File: config.mk
export PLATFORM = sky130hd
export DESIGN_NAME = lsu_byte_master_flat
export DESIGN_NICKNAME = d
export VERILOG_FILES = /design/src/rtl/lsu_byte_master_if.sv /design/src/rtl/lsu_byte_master.sv /design/src/flat_wrapper.sv
export SDC_FILE = /design/constraint.sdc
export NUM_CORES = 1
export LEC_CHECK = 0
export ABC_AREA = 1
export BUFFER_PORTS_ARGS = -buffer_cell sky130_fd_sc_hd__buf_2
export CAP_MARGIN = 10
export CORE_ASPECT_RATIO = 0.7
export CORE_MARGIN = 2
export CORE_UTILIZATION = 49
export DETAILED_ROUTE_END_ITERATION = 8
export HOLD_SLACK_MARGIN = 0.02
export PLACE_DENSITY = 0.74
export SLEW_MARGIN = 10
export SYNTH_ARGS = -nofsm -noshare
export SYNTH_HDL_FRONTEND = slang
export SYNTH_SLANG_ARGS = --single-unit
File: constraint.sdc
create_clock -name clk -period 7.3 [get_ports clk]
set_clock_uncertainty 0.1 [all_clocks]
set_input_delay 0.73 -clock clk [delete_from_list [all_inputs] [get_ports clk]]
set_output_delay 0.73 -clock clk [all_outputs]
set_load 0.02 [all_outputs]
File: src/rtl/lsu_byte_master_if.sv
`default_nettype none
// ============================================================================
// Module      : lsu_byte_master_if
// Description : Request/response and byte-wide memory bus bundle for the
//               load/store byte master.
// Revision    : 1.0 - initial release
// ============================================================================
interface lsu_byte_master_if #(
    parameter int ADDR_W = 64,
    parameter int DATA_W = 64
);
    // CPU-side request/response
    logic              req_valid;
    logic              req_ready;
    logic              req_write;
    logic [1:0]        req_size;
    logic              req_unsigned;
    logic [ADDR_W-1:0] req_addr;
    logic [DATA_W-1:0] req_wdata;
    logic              resp_valid;
    logic [DATA_W-1:0] resp_rdata;
    logic              resp_err;

    // Byte-wide memory port
    logic [ADDR_W-1:0] mem_addr;
    logic [7:0]        mem_wdata;
    logic              mem_we;
    logic              mem_re;
    logic [7:0]        mem_rdata;

    modport master (
        input  req_valid, req_write, req_size, req_unsigned, req_addr, req_wdata,
        output req_ready, resp_valid, resp_rdata, resp_err,
        output mem_addr, mem_wdata, mem_we, mem_re,
        input  mem_rdata
    );

    modport slave (
        output req_valid, req_write, req_size, req_unsigned, req_addr, req_wdata,
        input  req_ready, resp_valid, resp_rdata, resp_err,
        input  mem_addr, mem_wdata, mem_we, mem_re,
        output mem_rdata
    );
endinterface
`default_nettype wire

File: src/rtl/lsu_byte_master.sv
`default_nettype none
// ============================================================================
// Module      : lsu_byte_master
// Description : Serialises 1/2/4/8-byte loads and stores into one byte access
//               per cycle, little-endian, with sign/zero-extended load data.
//               Optional macro LSU_MISALIGN_TRAP_EN traps misaligned requests.
// Revision    : 1.0 - initial release
// ============================================================================
module lsu_byte_master #(
    parameter int ADDR_W = 64,
    parameter int DATA_W = 64
) (
    input  wire logic          clk,
    input  wire logic          reset,
    lsu_byte_master_if.master  bus
);

    typedef enum logic [1:0] {
        S_IDLE = 2'd0,
        S_XFER = 2'd1,
        S_RESP = 2'd2
    } state_t;

    state_t            r_state;
    state_t            w_state_nxt;

    logic              r_write;
    logic              r_unsigned;
    logic [1:0]        r_size;
    logic [ADDR_W-1:0] r_addr;
    logic [DATA_W-1:0] r_wdata;
    logic [DATA_W-1:0] r_rdata;
    logic [2:0]        r_cnt;

    logic              w_accept;
    logic              w_xfer;
    logic              w_resp;
    logic [2:0]        w_last_idx;
    logic              w_cnt_last;
    logic              w_sx;
    logic [DATA_W-1:0] w_ext;
    logic              w_misaligned;

    assign w_accept = bus.req_valid && (r_state == S_IDLE);
    assign w_xfer   = (r_state == S_XFER);
    assign w_resp   = (r_state == S_RESP);

    always_comb begin
        w_last_idx = 3'd0;
        case (r_size)
            2'd0:    w_last_idx = 3'd0;
            2'd1:    w_last_idx = 3'd1;
            2'd2:    w_last_idx = 3'd3;
            default: w_last_idx = 3'd7;
        endcase
    end

    assign w_cnt_last = (r_cnt == w_last_idx);

`ifdef LSU_MISALIGN_TRAP_EN
    logic [2:0] w_align_mask;
    logic       r_err;

    always_comb begin
        w_align_mask = 3'b000;
        case (bus.req_size)
            2'd0:    w_align_mask = 3'b000;
            2'd1:    w_align_mask = 3'b001;
            2'd2:    w_align_mask = 3'b011;
            default: w_align_mask = 3'b111;
        endcase
    end

    assign w_misaligned = |(bus.req_addr[2:0] & w_align_mask);

    always_ff @(posedge clk or posedge reset) begin
        if (reset) begin
            r_err <= 1'b0;
        end else if (w_accept) begin
            r_err <= w_misaligned;
        end
    end

    assign bus.resp_err = w_resp & r_err;
`else
    assign w_misaligned = 1'b0;
    assign bus.resp_err = 1'b0;
`endif

    // ------------------------------------------------------------------
    // Control FSM
    // ------------------------------------------------------------------
    always_ff @(posedge clk or posedge reset) begin
        if (reset) begin
            r_state <= S_IDLE;
        end else begin
            r_state <= w_state_nxt;
        end
    end

    always_comb begin
        w_state_nxt = r_state;
        case (r_state)
            S_IDLE: begin
                if (w_accept) begin
                    w_state_nxt = w_misaligned ? S_RESP : S_XFER;
                end
            end
            S_XFER: begin
                if (w_cnt_last) begin
                    w_state_nxt = S_RESP;
                end
            end
            S_RESP:  w_state_nxt = S_IDLE;
            default: w_state_nxt = S_IDLE;
        endcase
    end

    // ------------------------------------------------------------------
    // Request latch, byte counter and load-data assembly
    // ------------------------------------------------------------------
    always_ff @(posedge clk or posedge reset) begin
        if (reset) begin
            r_write    <= 1'b0;
            r_unsigned <= 1'b0;
            r_size     <= 2'd0;
            r_addr     <= '0;
            r_wdata    <= '0;
            r_rdata    <= '0;
            r_cnt      <= 3'd0;
        end else if (w_accept) begin
            r_write    <= bus.req_write;
            r_unsigned <= bus.req_unsigned;
            r_size     <= bus.req_size;
            r_addr     <= bus.req_addr;
            r_wdata    <= bus.req_wdata;
            r_rdata    <= '0;
            r_cnt      <= 3'd0;
        end else if (w_xfer) begin
            r_cnt <= r_cnt + 3'd1;
            if (!r_write) begin
                r_rdata[{r_cnt, 3'b000} +: 8] <= bus.mem_rdata;
            end
        end
    end

    // Doubles fill the whole word, so only narrower sizes are extended.
    assign w_sx = ~r_unsigned;

    always_comb begin
        w_ext = '0;
        case (r_size)
            2'd0:    w_ext = {{56{w_sx & r_rdata[7]}},  r_rdata[7:0]};
            2'd1:    w_ext = {{48{w_sx & r_rdata[15]}}, r_rdata[15:0]};
            2'd2:    w_ext = {{32{w_sx & r_rdata[31]}}, r_rdata[31:0]};
            default: w_ext = r_rdata;
        endcase
    end

    // ------------------------------------------------------------------
    // Outputs: all decoded from state so an async reset clears them at once
    // ------------------------------------------------------------------
    assign bus.req_ready  = (r_state == S_IDLE);
    assign bus.mem_addr   = w_xfer ? (r_addr + ADDR_W'(r_cnt)) : '0;
    assign bus.mem_we     = w_xfer & r_write;
    assign bus.mem_re     = w_xfer & ~r_write;
    assign bus.mem_wdata  = (w_xfer && r_write) ? r_wdata[{r_cnt, 3'b000} +: 8] : 8'h00;
    assign bus.resp_valid = w_resp;
    assign bus.resp_rdata = (w_resp && !r_write) ? w_ext : '0;

endmodule
`default_nettype wire

File: src/flat_wrapper.sv
// flat-port wrapper written by rule: the top's interface ports become plain ports
module lsu_byte_master_flat 
#(
    parameter int ADDR_W = 64,
    parameter int DATA_W = 64
)
  (clk, reset, bus_req_valid, bus_req_write, bus_req_size, bus_req_unsigned, bus_req_addr, bus_req_wdata, bus_req_ready, bus_resp_valid, bus_resp_rdata, bus_resp_err, bus_mem_addr, bus_mem_wdata, bus_mem_we, bus_mem_re, bus_mem_rdata);
  lsu_byte_master_if #(.ADDR_W(ADDR_W), .DATA_W(DATA_W)) bus_i ();
  input  wire logic clk;
  input  wire logic reset;
  input wire logic [$bits(bus_i.req_valid)-1:0] bus_req_valid;
  input wire logic [$bits(bus_i.req_write)-1:0] bus_req_write;
  input wire logic [$bits(bus_i.req_size)-1:0] bus_req_size;
  input wire logic [$bits(bus_i.req_unsigned)-1:0] bus_req_unsigned;
  input wire logic [$bits(bus_i.req_addr)-1:0] bus_req_addr;
  input wire logic [$bits(bus_i.req_wdata)-1:0] bus_req_wdata;
  output wire logic [$bits(bus_i.req_ready)-1:0] bus_req_ready;
  output wire logic [$bits(bus_i.resp_valid)-1:0] bus_resp_valid;
  output wire logic [$bits(bus_i.resp_rdata)-1:0] bus_resp_rdata;
  output wire logic [$bits(bus_i.resp_err)-1:0] bus_resp_err;
  output wire logic [$bits(bus_i.mem_addr)-1:0] bus_mem_addr;
  output wire logic [$bits(bus_i.mem_wdata)-1:0] bus_mem_wdata;
  output wire logic [$bits(bus_i.mem_we)-1:0] bus_mem_we;
  output wire logic [$bits(bus_i.mem_re)-1:0] bus_mem_re;
  input wire logic [$bits(bus_i.mem_rdata)-1:0] bus_mem_rdata;
  assign bus_i.req_valid = bus_req_valid;
  assign bus_i.req_write = bus_req_write;
  assign bus_i.req_size = bus_req_size;
  assign bus_i.req_unsigned = bus_req_unsigned;
  assign bus_i.req_addr = bus_req_addr;
  assign bus_i.req_wdata = bus_req_wdata;
  assign bus_req_ready = bus_i.req_ready;
  assign bus_resp_valid = bus_i.resp_valid;
  assign bus_resp_rdata = bus_i.resp_rdata;
  assign bus_resp_err = bus_i.resp_err;
  assign bus_mem_addr = bus_i.mem_addr;
  assign bus_mem_wdata = bus_i.mem_wdata;
  assign bus_mem_we = bus_i.mem_we;
  assign bus_mem_re = bus_i.mem_re;
  assign bus_i.mem_rdata = bus_mem_rdata;
  lsu_byte_master #(.ADDR_W(ADDR_W), .DATA_W(DATA_W)) u_core (.clk(clk), .reset(reset), .bus(bus_i));
endmodule
* Word level (Yosys, flattened, before mapping)
Cells that the tools add are included.
W data, S select, Z words.
** Storage, ports and cells
- Bits in registers :: 201
- Input port bits :: 143
- Word-level logic and storage cells :: 52
- Output and inout bits :: 141
** Cells by class
- Reduce and logical (&&, ||, !) cells :: 9
- Eq/ne operators :: 8
- Bitwise gates (word level) :: 7
- Multiplexer cells :: 14
- Add/subtract/negate cells :: 3
- Shift operators :: 3
** Operator list (number)
- $mux W64 :: 5
- $pmux W64 S3 :: 1
- $add A64 B3 Y64 :: 1
- $bwmux W64 :: 1
- $shift A8 B8 Y64 const A :: 1
- $shiftx A64 B7 Y8 :: 1
- $shiftx A8 B8 Y64 :: 1
- $pmux W3 S3 :: 1
- $mux W8 :: 1
- $neg A6 Y8 :: 1
- $mux W3 :: 2
- $and A1 B1 Y1 :: 5
- $eq A2 B1 Y1 const B :: 2
- $eq A2 B2 Y1 const B :: 2
- $logic_not A2 Y1 :: 2
- $mux W2 :: 2
- $ne A2 B2 Y1 const B :: 2
- $pmux W2 S2 :: 1
- $reduce_and A2 Y1 :: 2
- $add A3 B1 Y3 const B :: 1
- $eq A3 B3 Y1 :: 1
- $logic_and A1 B1 Y1 :: 3
- $ne A2 B1 Y1 const B :: 1
- $not A1 Y1 :: 2
- other kinds (2) :: 2

* Depth between registers and ports, before layout
Gate-level depths: netlist of run 1.
- Depth in word-level cells :: 6
- Depth in mapped cells :: 14
- Gate-level depth less buffers :: 13

* Least setup slack after synthesis of run 1
No wires, ideal clock.
- Kind :: flip-flop to output port
- From :: register u_core.r_cnt[1]
- To :: output port bus_mem_addr[62]
- Slack :: 4.202 ns
- Data required time :: 6.470 ns
- Cell stages (with the launch flop) :: 14
- Path buffers :: 2
- Arrival time :: 2.268 ns
- Cell sequence :: dfrtp_1 -> buf_2 -> inv_1 -> clkbuf_1 -> fa_1 -> inv_1 -> nand3_1 -> nand2_2 -> nand2_2 -> nor2_4 -> nand2_1 -> o21ai_1 -> nand2_1 -> nor2_1
** Between the ends
- Word-level cells in the longest chain between the ends :: 2
** Ends and longest elaborated chain
- from (decl) :: line lsu_byte_master.sv:33 : logic [2:0] r_cnt;
- from (signal assigned) :: line lsu_byte_master.sv:140 : r_cnt <= r_cnt + 3'd1;
- $add A64 B3 Y64 :: line lsu_byte_master.sv:164 : assign bus.mem_addr = w_xfer ? (r_addr + ADDR_W'(r_cnt)) : '0;
- $mux W64 :: line lsu_byte_master.sv:164
- to (decl) :: line flat_wrapper.sv:21 : output wire logic [$bits(bus_i.mem_addr)-1:0] bus_mem_addr;
Every way passes these cells.

* Final worst setup path of run 1
- From :: register u_core.r_cnt[1]
- To :: output port bus_mem_addr[58]
The elaborated chain is that of the path after synthesis.

==> summary.txt, run 1 <==
Routing
  – Detailed-route wire length on metal 1: 18800 µm
  – Initial DRC Count: 1211
  – DR top layer: met4
  – Drt drc: 0
  – DRT antenna net count: 0
  – Vias per cell: 5.26
  – WL per Instance: 17.0 µm
  – Met2 wire len: 15100 µm
  – Wire length on met3: 3950 µm
  – Routed WL: 38600 µm
  – First-pass iteration count of the detailed router: 6
  – DR vias: 12000

Cells and area
  – Commonest non-fill, non-tap cells in the layout: nand2_1 (593), buf_2 (282), nor2_1 (238), dfrtp_1 (201), o21ai_0 (174)
  – Commonest non-fill, non-tap cell in the layout: nand2_1
  – Share of cells above drive strength 1: 20.7%
  – Post-layout net count: 2092
  – Syn-to-layout area delta: 19.0%

STA
  – Final period utilization: 65.4%
  – Final hold slack: 0.257 ns
  – Fmax: 0.210 GHz
  – Fin crit period: 4.77 ns
  – Setup violators final: 0
  – Setup TNS: 0 ns
  – Fin. Hold Viols: 0
  – Slew Viols, Final: 0
  – Max-Slew Margin vs Limit: 29.0%
  – Worst Tran Pin Value: 1.07 ns
  – RSZ-0062 raised after global routing: no

CTS
  – Maximum root-to-sink buffer count: 3
  – Post_cts resized: 0
  – CTS Buf Count: 22
  – CTS H-tree depth: 1
  – Root Driver: clkbuf_16
  – CTS tree: built
  – Clk_lat worst skew: 0.50 ns
  – Postcts setup bufs: 0
  – Clk sinks: 201
  – Cts hold-fix bufs: 0
  – Worst-path clk slew: 0.06 ns

Critical path
  – Crit path required time: 6.47 ns
  – CP Depth: 12
  – CP delay by family, top: simple AND/OR/NAND/NOR gates
  – Critical path type: reg -> out
  – Slowest CP cell: dfrtp_1
  – CP peak stage delay: 0.97 ns
  – Data arrival time of the worst path: 3.94 ns
  – Crit-path max FO: 28
  – Startpoint type of the worst setup path: flop
  – Most frequent CP cell: nand2_1
  – Setup crit end kind: primary output
  – R2R cell count: 8
  – CP Cell Sequence: inv_1 > fa_1 > inv_1 > nand3_1 > nand2_2 > nand3_2 > nor2_2 > nand2_1 > nand2_1 > nand2_1 > nor2_1 > buf_2
  – Worst path bufs/invs: 3

Logic synthesis
  – Post-synth top area share: 42.8%
  – Area leader, netlist: dfrtp_1
  – Synthesized area: 11700 µm²
  – Syn Area/Cell: 6.92 µm²
  – Mux share of post-synthesis cell area: 0%
  – Cells after Synth: 1698
  – Seq/Total Area, Yosys: 42.8%
  – Syn nets: 1849
  – XOR/XNOR Fraction of Synth Area: 0.746%
  – Simple logic cell fraction of the synthesized area: 33.9%
  – Compound-Gate Fraction of Synth Area: 12.7%
  – FF+latch count, synth: 201
  – Synth cell types: 43
  – Largest cells by area after synthesis: dfrtp_1 (43%), nand2_1 (19%), nor2_1 (7.6%), o21ai_0 (7.4%), inv_1 (5.2%)
  – Adder-cell share of the synthesized area: 0.916%
  – Ys Warns: 0
  – Largest family of logic cells by synthesized area: simple AND/OR/NAND/NOR gates

Place
  – IO Port Bufs: 282
  – Placer Congestion: 0.991
  – Estimated wirelength of the detail-placed design: 28500 µm

Job
  – Max-cap violations: 0

Min path
  – Worst Hold Class: in -> async

GRT
  – Gr ovfl total: 0
  – Largest net degree at the start of global routing: 119
  – Antenna violations before repair: 0
  – Global-route wire length before repair: 60000 µm
  – Global-route usage over all layers: 30.2%
  – Via count of the first global-routing pass: 10900

Power
  – Worst vdd ir: 0.218 mV
  – PwrDens: 418 nW/µm²
  – Pleak: 0.00733 µW

Floorplan
  – Core area: 23600 µm²
  – Die height: 134 µm
  – Initial Utilization: 49.8%
  – Row cnt: 47
  – Die width: 189 µm
  – Die area: 25200 µm²
  – Ports: 284

Run status
  – Status: completed
[synthesized netlist by cell type (all sizes together)]
cell,instances
and2,1
or2,1
o21ai,204
nor3b,2
nor3,9
nand4,14
clkbuf,21
xor2,8
ha,7
a31oi,1
clkinv,1
fa,1
o211ai,2
a21oi,62
nand3,38
conb,1
dfrtp,201
nor2,269
buf,46
inv,173
xnor2,2
o22ai,18
nand2,616
[where the power goes]
part           internal (µW)  total, µW  leakage [µW]  switching, µW
combinational            782       2670       0.00439           1890
clock                    697       1150      0.000366            457
sequential              1590       2020       0.00257            429
total                   3070       5840       0.00733           2770
[metal layers]
metal  up-vias  GRT usage [%]
li1       5795              -
met1      5540           48.8
met2       564           40.8
met3        53           6.56
met4         0           6.12
met5         -              0
[area by class of cell]
type                    count  area [µm²]
clock inverters             5        78.8
well taps                 318         398
clock buffers              33         663
fillers                  2298        9610
inverters                 174         676
repair buffers            286        1440
flip-flops and latches    201        5030
multi-input cells        1256        5690
diodes                      1        2.50
[worst paths after layout]
| path | from | end | slack [ns] |
|---|---|---|---|
| min reg2reg | u_core.r_wdata[19]$_DFFE_PP0P_ | u_core.r_wdata[19]$_DFFE_PP0P_ | 0.37 |
| max | u_core.r_cnt[1]$_DFFE_PP0N_ | bus_mem_addr[58] | 2.53 |
| max in group asynchronous | reset | u_core.r_rdata[1]$_DFFE_PP0P_ | 5.18 |
| min in group clk | bus_req_wdata[5] | u_core.r_wdata[5]$_DFFE_PP0P_ | 0.32 |
| max reg2reg | u_core.r_cnt[1]$_DFFE_PP0N_ | u_core.r_rdata[49]$_DFFE_PP0P_ | 3.90 |
| min | reset | u_core.r_addr[16]$_DFFE_PP0P_ | 0.26 |
[metrics by stage]
step	cells	utilization (%)	setup WS, ns	area, µm²	total power [µW]
3_3_place_gp	2235	56.1	3.28	13200	4600
3_5_place_dp	2235	56.1	3.18	13200	4650
5_1_grt	2273	59.3	2.30	14000	6270
4_1_cts	2273	59.3	2.64	14000	5820
2_1_floorplan	1698	-	0.988	11700	3850
6_report	2274	59.3	2.53	14000	5840
[flip-flops by register name (all words and copies together) (netlist names)]
register           count
u_core.r_write         1
u_core.r_addr         64
u_core.r_wdata        64
u_core.r_cnt           3
u_core.r_rdata        64
u_core.r_state         2
u_core.r_unsigned      1
u_core.r_size          2
[cells by family after synthesis]
group / count (synthesis)
AOI/OAI and AO/OA: 287
adders and majority gates: 8
other: 1
DFF: 201
and+or+nand+nor: 950
xor gates and xnor gates: 10
buffers and inverters: 241
No activity file was read; power rests on OpenSTA's default activity.
==> inputs of run 2 (changes only) <==
ABC_AREA = 0   (was 1)
PLACE_DENSITY = 0.75   (was 0.74)
clock period = 4.8 ns   (was 7.3 ns; I/O delays follow)
==> run 2 against run 1 <==
Against the previous run: sequential power rose by 53%; highest routed layer unchanged; clock-buffer cell count fell by 8; first-iteration DRC count fell by 28%; sequential share of layout area rose by 2.1 points; setup slack got worse by 2.1 ns; largest cell class unchanged; synthesized area fell by 6.8%; non-clock buffer count rose by 11.
==> summary.txt, run 2 <==
Critical path
  – Crit path required time: 4.22 ns (-2.25 ns)
  – Setup crit end kind: primary output
  – Crit-path max FO: 21 (-25%)
  – Startpoint type of the worst setup path: flop
  – Data arrival time of the worst path: 3.79 ns (-0.15 ns)
  – Critical path type: reg -> out

CTS
  – Root Driver: clkbuf_16
  – Maximum root-to-sink buffer count: 3 (unchanged)
  – Clk_lat worst skew: 0.51 ns (about the same)
  – Post_cts resized: 0 (unchanged)
  – Worst-path clk slew: 0.07 ns (about the same)
  – CTS tree: built
  – Clk sinks: 201 (unchanged)
  – CTS H-tree depth: 1 (unchanged)
  – CTS Buf Count: 21 (-4.5%)

Power
  – Pleak: 0.00667 µW (-9.0%)
  – PwrDens: 618 nW/µm² (+48%)
  – Worst vdd ir: 0.313 mV (+44%)

STA
  – Final hold slack: 0.0542 ns (-0.203 ns)
  – Fin crit period: 4.37 ns
  – Max-Slew Margin vs Limit: 26.1% (-2.8 points)
  – Setup TNS: 0 ns (unchanged)
  – Final period utilization: 91.0%
  – Fin. Hold Viols: 0 (unchanged)
  – Slew Viols, Final: 0 (unchanged)
  – Setup violators final: 0 (unchanged)
  – RSZ-0062 raised after global routing: no
  – Worst Tran Pin Value: 1.11 ns (+0.0399 ns)
  – Fmax: 0.229 GHz

Logic synthesis
  – Area leader, netlist: dfrtp_1
  – Cells after Synth: 1307 (-23%)
  – Compound-Gate Fraction of Synth Area: 7.82% (-4.9 points)
  – Primary FF master, synth: dfrtp_1
  – Synth top cells by count: nand2_1 (444), dfrtp_1 (201), nor2_1 (110)
  – XOR/XNOR Fraction of Synth Area: 2.88% (+2.1 points)
  – Simple logic cell fraction of the synthesized area: 29.4% (-4.5 points)
  – Largest family of logic cells by synthesized area: simple AND/OR/NAND/NOR gates
  – Mux share of post-synthesis cell area: 9.05% (+9.1 points)
  – Adder-cell share of the synthesized area: 0.983% (+0.067 points)
  – Largest cells by area after synthesis: dfrtp_1 (46%), nand2_1 (15%), mux2i_1 (5.8%), nor2_1 (3.8%), mux4_2 (3.3%)
  – Post-synth EDFFs: 0 (unchanged)
  – Synthesized area: 10900 µm² (-6.8%)
  – Post-synth top area share: 45.9% (+3.1 points)
  – Seq/Total Area, Yosys: 45.9% (+3.1 points)
  – FF+latch count, synth: 201 (unchanged)
  – Ys Warns: 0 (unchanged)
  – Fraction of registers with async set/reset: 100% (unchanged)
  – Syn nets: 1458 (-21%)
  – Syn Area/Cell: 8.38 µm² (+21%)
  – Most frequent cell after synthesis: nand2_1
  – Synth cell types: 47 (+9.3%)

Routing
  – Initial DRC Count: 870 (-28%)
  – WL per Instance: 17.4 µm (+2.8%)
  – First-pass iteration count of the detailed router: 5 (-1)
  – Vias per cell: 5.51 (+4.8%)
  – DRT antenna net count: 0 (unchanged)
  – Drt drc: 0 (unchanged)
  – Routed WL: 32000 µm (-17%)
  – DR vias: 10100 (-16%)

Min path
  – Worst Hold Class: in -> reg

Floorplan
  – Die width: 183 µm (-3.4%)
  – Die height: 129 µm (-3.4%)
  – Core area: 21800 µm² (-7.6%)
  – Row cnt: 45 (-4.3%)
  – Initial Utilization: 50.2% (+0.43 points)
  – Die area: 23600 µm² (-6.6%)
  – Ports: 284 (unchanged)

Cells and area
  – Syn-to-layout area delta: 20.5%
  – Biggest regs: u_core.r_addr: 64 flops, u_core.r_rdata: 64 flops, u_core.r_wdata: 64 flops
  – Reg area: 5030 µm² (about the same)
  – Post-layout net count: 1687 (-19%)
  – Share of cells above drive strength 1: 23.8% (+3.1 points)
  – # fillers: 1981 (-14%)
  – Commonest non-fill, non-tap cell in the layout: nand2_1
  – Commonest non-fill, non-tap cells in the layout: nand2_1 (443), buf_2 (282), dfrtp_1 (200), nor2_1 (110), mux2i_1 (63)
  – Antenna Cells: 0 (-1)
  – Area of the multi-input gates: 5510 µm² (-3.0%)

Run status
  – Status: completed

GRT
  – Antenna violations before repair: 0 (unchanged)
  – Global-route wire length before repair: 50300 µm (-16%)
  – Via count of the first global-routing pass: 9535 (-12%)
  – Gr ovfl total: 0 (unchanged)
  – Global-route usage over all layers: 26.7% (-3.4 points)
  – Largest net degree at the start of global routing: 107 (-10%)

Place
  – IO Port Bufs: 282 (unchanged)
  – Estimated wirelength of the detail-placed design: 22200 µm (-22%)
  – Placer Congestion: 0.974 (-1.7%)

Job
  – Max-cap violations: 0 (unchanged)
-- run 2: metal layers --
layer / GRT usage [%] / up-vias / wire length [µm]
met4: 6.45 / 0 / 667
met1: 40.1 / 4799 / 14900
met3: 4.64 / 42 / 2660
met2: 40.7 / 436 / 13700
li1: - / 4816 / -
met5: 0 / - / 0
-- run 2: power breakdown --
part | internal (µW) | total, µW | switching [µW]
Clock | 896 | 1590 | 696
Combinational | 1240 | 3470 | 2230
Sequential | 2390 | 3090 | 706
-- run 2: final timing paths --
| kind | from | endpoint | slack, ns | cells past startpoint |
|---|---|---|---|---|
| worst max register to register | u_core.r_cnt[0]$_DFFE_PP0N_ | u_core.r_rdata[16]$_DFFE_PP0P_ | 1.30 | 9 |
| min in group asynchronous | reset | u_core.r_addr[52]$_DFFE_PP0P_ | 0.41 | 3 |
| max in group asynchronous | reset | u_core.r_wdata[54]$_DFFE_PP0P_ | 3.37 | 4 |
| worst min-delay path | bus_req_wdata[52] | u_core.r_wdata[52]$_DFFE_PP0P_ | 0.05 | 3 |
| worst max-delay path | u_core.r_cnt[1]$_DFFE_PP0N_ | bus_mem_addr[58] | 0.43 | 10 |
| worst min register to register | u_core.r_wdata[30]$_DFFE_PP0P_ | u_core.r_wdata[30]$_DFFE_PP0P_ | 0.37 | 2 |
-- run 2: worst max-delay path: stages (launching register included) --
cell	delay, ns
dfrtp_1	0.33
buf_4	0.30
inv_1	0.18
fa_1	0.48
nand2b_1	0.23
a2111oi_2	0.37
buf_4	0.20
nand4_1	0.37
or3_1	0.49
a21oi_1	0.14
buf_2	0.18
-- run 2: final cells by class --
type                       instances  area share, %
inverter                          17          0.512
clock inverter                    13          0.825
clock buffer                      25           4.25
multi-input combinational        998           41.8
timing repair buffer             297           11.8
sequential                       201           38.1
tap                              282           2.67
-- run 2: through the flow --
step	setup WS, ns	util [%]	std cells	cell area (µm²)	total power [µW]
finish	0.434	60.6	1833	13200	8160
global placement	1.06	57.5	1794	12500	6460
detailed placement	0.975	57.5	1794	12500	6560
floorplan	1.12	-	1307	11000	5460
global route	0.113	60.6	1833	13200	8740
CTS	0.419	60.6	1833	13200	8180
-- run 2: timing repair --
action                                 CTS  global route
hold buffers                             1             0
buffers inserted                         0             0
endpoints found under the hold margin    9             0
-- run 2: logic make-up (layout without fill, tap and decap cells) --
group | Yosys count | after routing
buffers and inverters | 108 | 352
xor gates and xnor gates | 36 | 36
adders and majority gates | 8 | 8
and+or+nand+nor | 729 | 729
other | 1 | 1
DFF | 201 | 201
AOI/OAI and AO/OA | 145 | 145
muxes | 79 | 79
==> inputs of run 3 (changes only) <==
ABC_AREA = 1   (was 0)
PLACE_DENSITY = 0.8   (was 0.75)
==> run 3 against run 2 <==
Against the previous run: core utilization down 1.3 points; via count up 20%; worst hold slack got worse by 0.016 ns; first-iteration DRC count rose by 45%; combinational power grew 19%; sequential share of layout area decreased by 2.1 points; critical endpoint is now bus_resp_rdata[40]; sequential power shrank 1%; final cell count rose by 24%; highest routed layer unchanged; non-clock buffer count shrank 7.
==> summary.txt, run 3 (same netlist as run 1, synthesis figures left out) <==
Critical path
  – Startpoint type of the worst setup path: flop
  – Setup crit end kind: primary output
  – Worst R2R Start: u_core.r_cnt[0]$_DFFE_PP0N_
  – CP peak stage delay: 0.77 ns (+0.28 ns)
  – Data arrival time of the worst path: 3.07 ns (-0.72 ns)
  – CP Cell Sequence: inv_2 > nand2_1 > nor3_4 > nor2_4 > o211ai_2 > nand2_2 > a21oi_1 > buf_2
  – CP delay by family, top: simple AND/OR/NAND/NOR gates
  – Slowest CP cell: dfrtp_1
  – Worst path bufs/invs: 2 (-2)
  – R2R cell count: 9 (unchanged)
  – Crit path required time: 4.22 ns (about the same)
  – Worst r2r dst: u_core.r_rdata[51]$_DFFE_PP0P_
  – Crit-path max FO: 32 (+52%)
  – CP Depth: 8 (-2)
  – Critical path type: reg -> out
  – Register-to-register setup slack: 1.93 ns (+0.63 ns)

CTS
  – CTS tree: built
  – Worst-path clk slew: 0.06 ns (about the same)
  – Clk_lat worst skew: 0.51 ns (about the same)
  – CTS H-tree depth: 1 (unchanged)
  – Root Driver: clkbuf_16
  – CTS Buf Count: 21 (unchanged)
  – Post_cts resized: 0 (unchanged)
  – Postcts setup bufs: 0 (unchanged)
  – Maximum root-to-sink buffer count: 3 (unchanged)
  – Cts hold-fix bufs: 0 (-1)
  – Clk sinks: 201 (unchanged)

Routing
  – Initial DRC Count: 1262 (+45%)
  – Drt drc: 0 (unchanged)
  – Routed WL: 38900 µm (+22%)
  – WL per Instance: 17.1 µm (-2.0%)
  – Vias per cell: 5.31 (-3.5%)
  – DRT antenna net count: 0 (unchanged)
  – First-pass iteration count of the detailed router: 5 (unchanged)
  – DR vias: 12100 (+20%)

STA
  – Fmax: 0.274 GHz (+20%)
  – Setup TNS: 0 ns (unchanged)
  – Fin crit period: 3.65 ns (-0.719 ns)
  – Slew Viols, Final: 0 (unchanged)
  – Max-Slew Margin vs Limit: 34.4% (+8.2 points)
  – Setup violators final: 0 (unchanged)
  – Worst Tran Pin Value: 0.984 ns (-0.121 ns)
  – RSZ-0062 raised after global routing: no
  – Final period utilization: 76.0% (-15 points)
  – Final WS setup: 1.15 ns (+0.719 ns)
  – Fin. Hold Viols: 0 (unchanged)

Cells and area
  – Antenna Cells: 0 (unchanged)
  – Commonest non-fill, non-tap cells in the layout: nand2_1 (593), buf_2 (282), nor2_1 (238), dfrtp_1 (201), o21ai_0 (174)
  – Reg area: 5030 µm² (about the same)
  – Share of cells above drive strength 1: 20.8% (-3.0 points)
  – Biggest regs: u_core.r_addr: 64 flops, u_core.r_rdata: 64 flops, u_core.r_wdata: 64 flops
  – Area of the multi-input gates: 5690 µm² (+3.1%)
  – Syn-to-layout area delta: 19.0%
  – # fillers: 2269 (+15%)
  – Post-layout net count: 2095 (+24%)
  – Commonest non-fill, non-tap cell in the layout: nand2_1

Floorplan
  – Row cnt: 47 (+4.4%)
  – Die width: 189 µm (+3.5%)
  – Die area: 25200 µm² (+7.1%)
  – Initial Utilization: 49.8% (-0.43 points)
  – Die height: 134 µm (+3.5%)
  – Ports: 284 (unchanged)
  – Core area: 23600 µm² (+8.2%)

Power
  – PwrDens: 636 nW/µm² (+3.0%)
  – Worst vdd ir: 0.357 mV (+14%)
  – Pleak: 0.00733 µW (+10%)

Min path
  – Worst Hold Class: in -> async

Place
  – Estimated wirelength of the detail-placed design: 28900 µm (+30%)
  – Placer Congestion: 1.03 (+6.0%)
  – IO Port Bufs: 282 (unchanged)
  – Place WS: 1.76 ns (+0.783 ns)

GRT
  – Global-route wire length before repair: 59700 µm (+19%)
  – Antenna violations before repair: 0 (unchanged)
  – Via count of the first global-routing pass: 10800 (+13%)
  – Largest net degree at the start of global routing: 141 (+32%)
  – Gr ovfl total: 0 (unchanged)
  – Global-route usage over all layers: 30.2% (+3.5 points)

Run status
  – Status: completed

Job
  – Max-cap violations: 0 (unchanged)
run 3: changes by cell type in the layout (fill, tap and decap cells not counted), moves of 25 or more:
cell     previous run  this run
mux2i_1            63         0
inv_1              16       161
nor2_1            110       238
nand2_1           443       593
xnor2_1            27         2
o21ai_1             0        28
o21a_1             32         0
o21ai_0            36       174
run 3: metrics by stage:
stage	power (µW)	instance area, µm²	util (%)	std cells	hold slack [ns]
final	8900	14000	59.3	2275	0.0381
after CTS	8870	14000	59.3	2275	0.0469
after global placement	7020	13300	56.3	2239	0.358
after global routing	9520	14000	59.3	2275	0.0571
after floorplan	5860	11800	-	1698	0.344
after detailed placement	7120	13300	56.3	2239	0.361
run 3: report_power, final:
| group | total (µW) | internal (µW) | switching, µW |
|---|---|---|---|
| clock network | 1710 | 1030 | 683 |
| logic | 4140 | 1200 | 2940 |
| registers | 3050 | 2420 | 635 |
| total | 8900 | 4640 | 4260 |
run 3: layer usage:
layer	GRT usage (%)	vias to the layer above	part of all wire, %
met4	5.56	0	1.7
li1	-	5787	-
met5	0	-	0
met2	41.0	613	40
met1	49.2	5641	48
met3	6.11	42	11
run 3: worst register-to-register path, stage by stage, from the launching register on:
cell	delay, ns
dfrtp_1	0.35
buf_4	0.37
inv_6	0.21
ha_1	0.29
ha_1	0.38
inv_1	0.23
nand2_1	0.11
nor3_2	0.31
inv_1	0.21
o21ai_0	0.21
run 3: how the worst max path moves through the flow:
stage / start / slack [ns] / endpoint
finish: u_core.r_size[1]$_DFFE_PP0P_ / 1.15 / bus_resp_rdata[40]
global route: u_core.r_size[1]$_DFFE_PP0P_ / 0.95 / bus_resp_rdata[46]
CTS: u_core.r_size[1]$_DFFE_PP0P_ / 1.22 / bus_resp_rdata[40]
detailed placement: u_core.r_size[1]$_DFFE_PP0P_ / 1.76 / bus_resp_rdata[40]
global placement: u_core.r_size[1]$_DFFE_PP0P_ / 1.89 / bus_resp_rdata[41]
floorplan: reset / 1.62 / u_core.r_addr[0]$_DFFE_PP0P_
run 3: layout make-up:
| cell class | count | share of cell area (%) |
|---|---|---|
| clock inverters | 7 | 0.815 |
| clock buffers | 29 | 4.26 |
| well taps | 318 | 2.85 |
| repair buffers | 290 | 10.6 |
| flip-flops and latches | 201 | 36.0 |
| multi-input cells | 1256 | 40.7 |
| inverters | 174 | 4.81 |
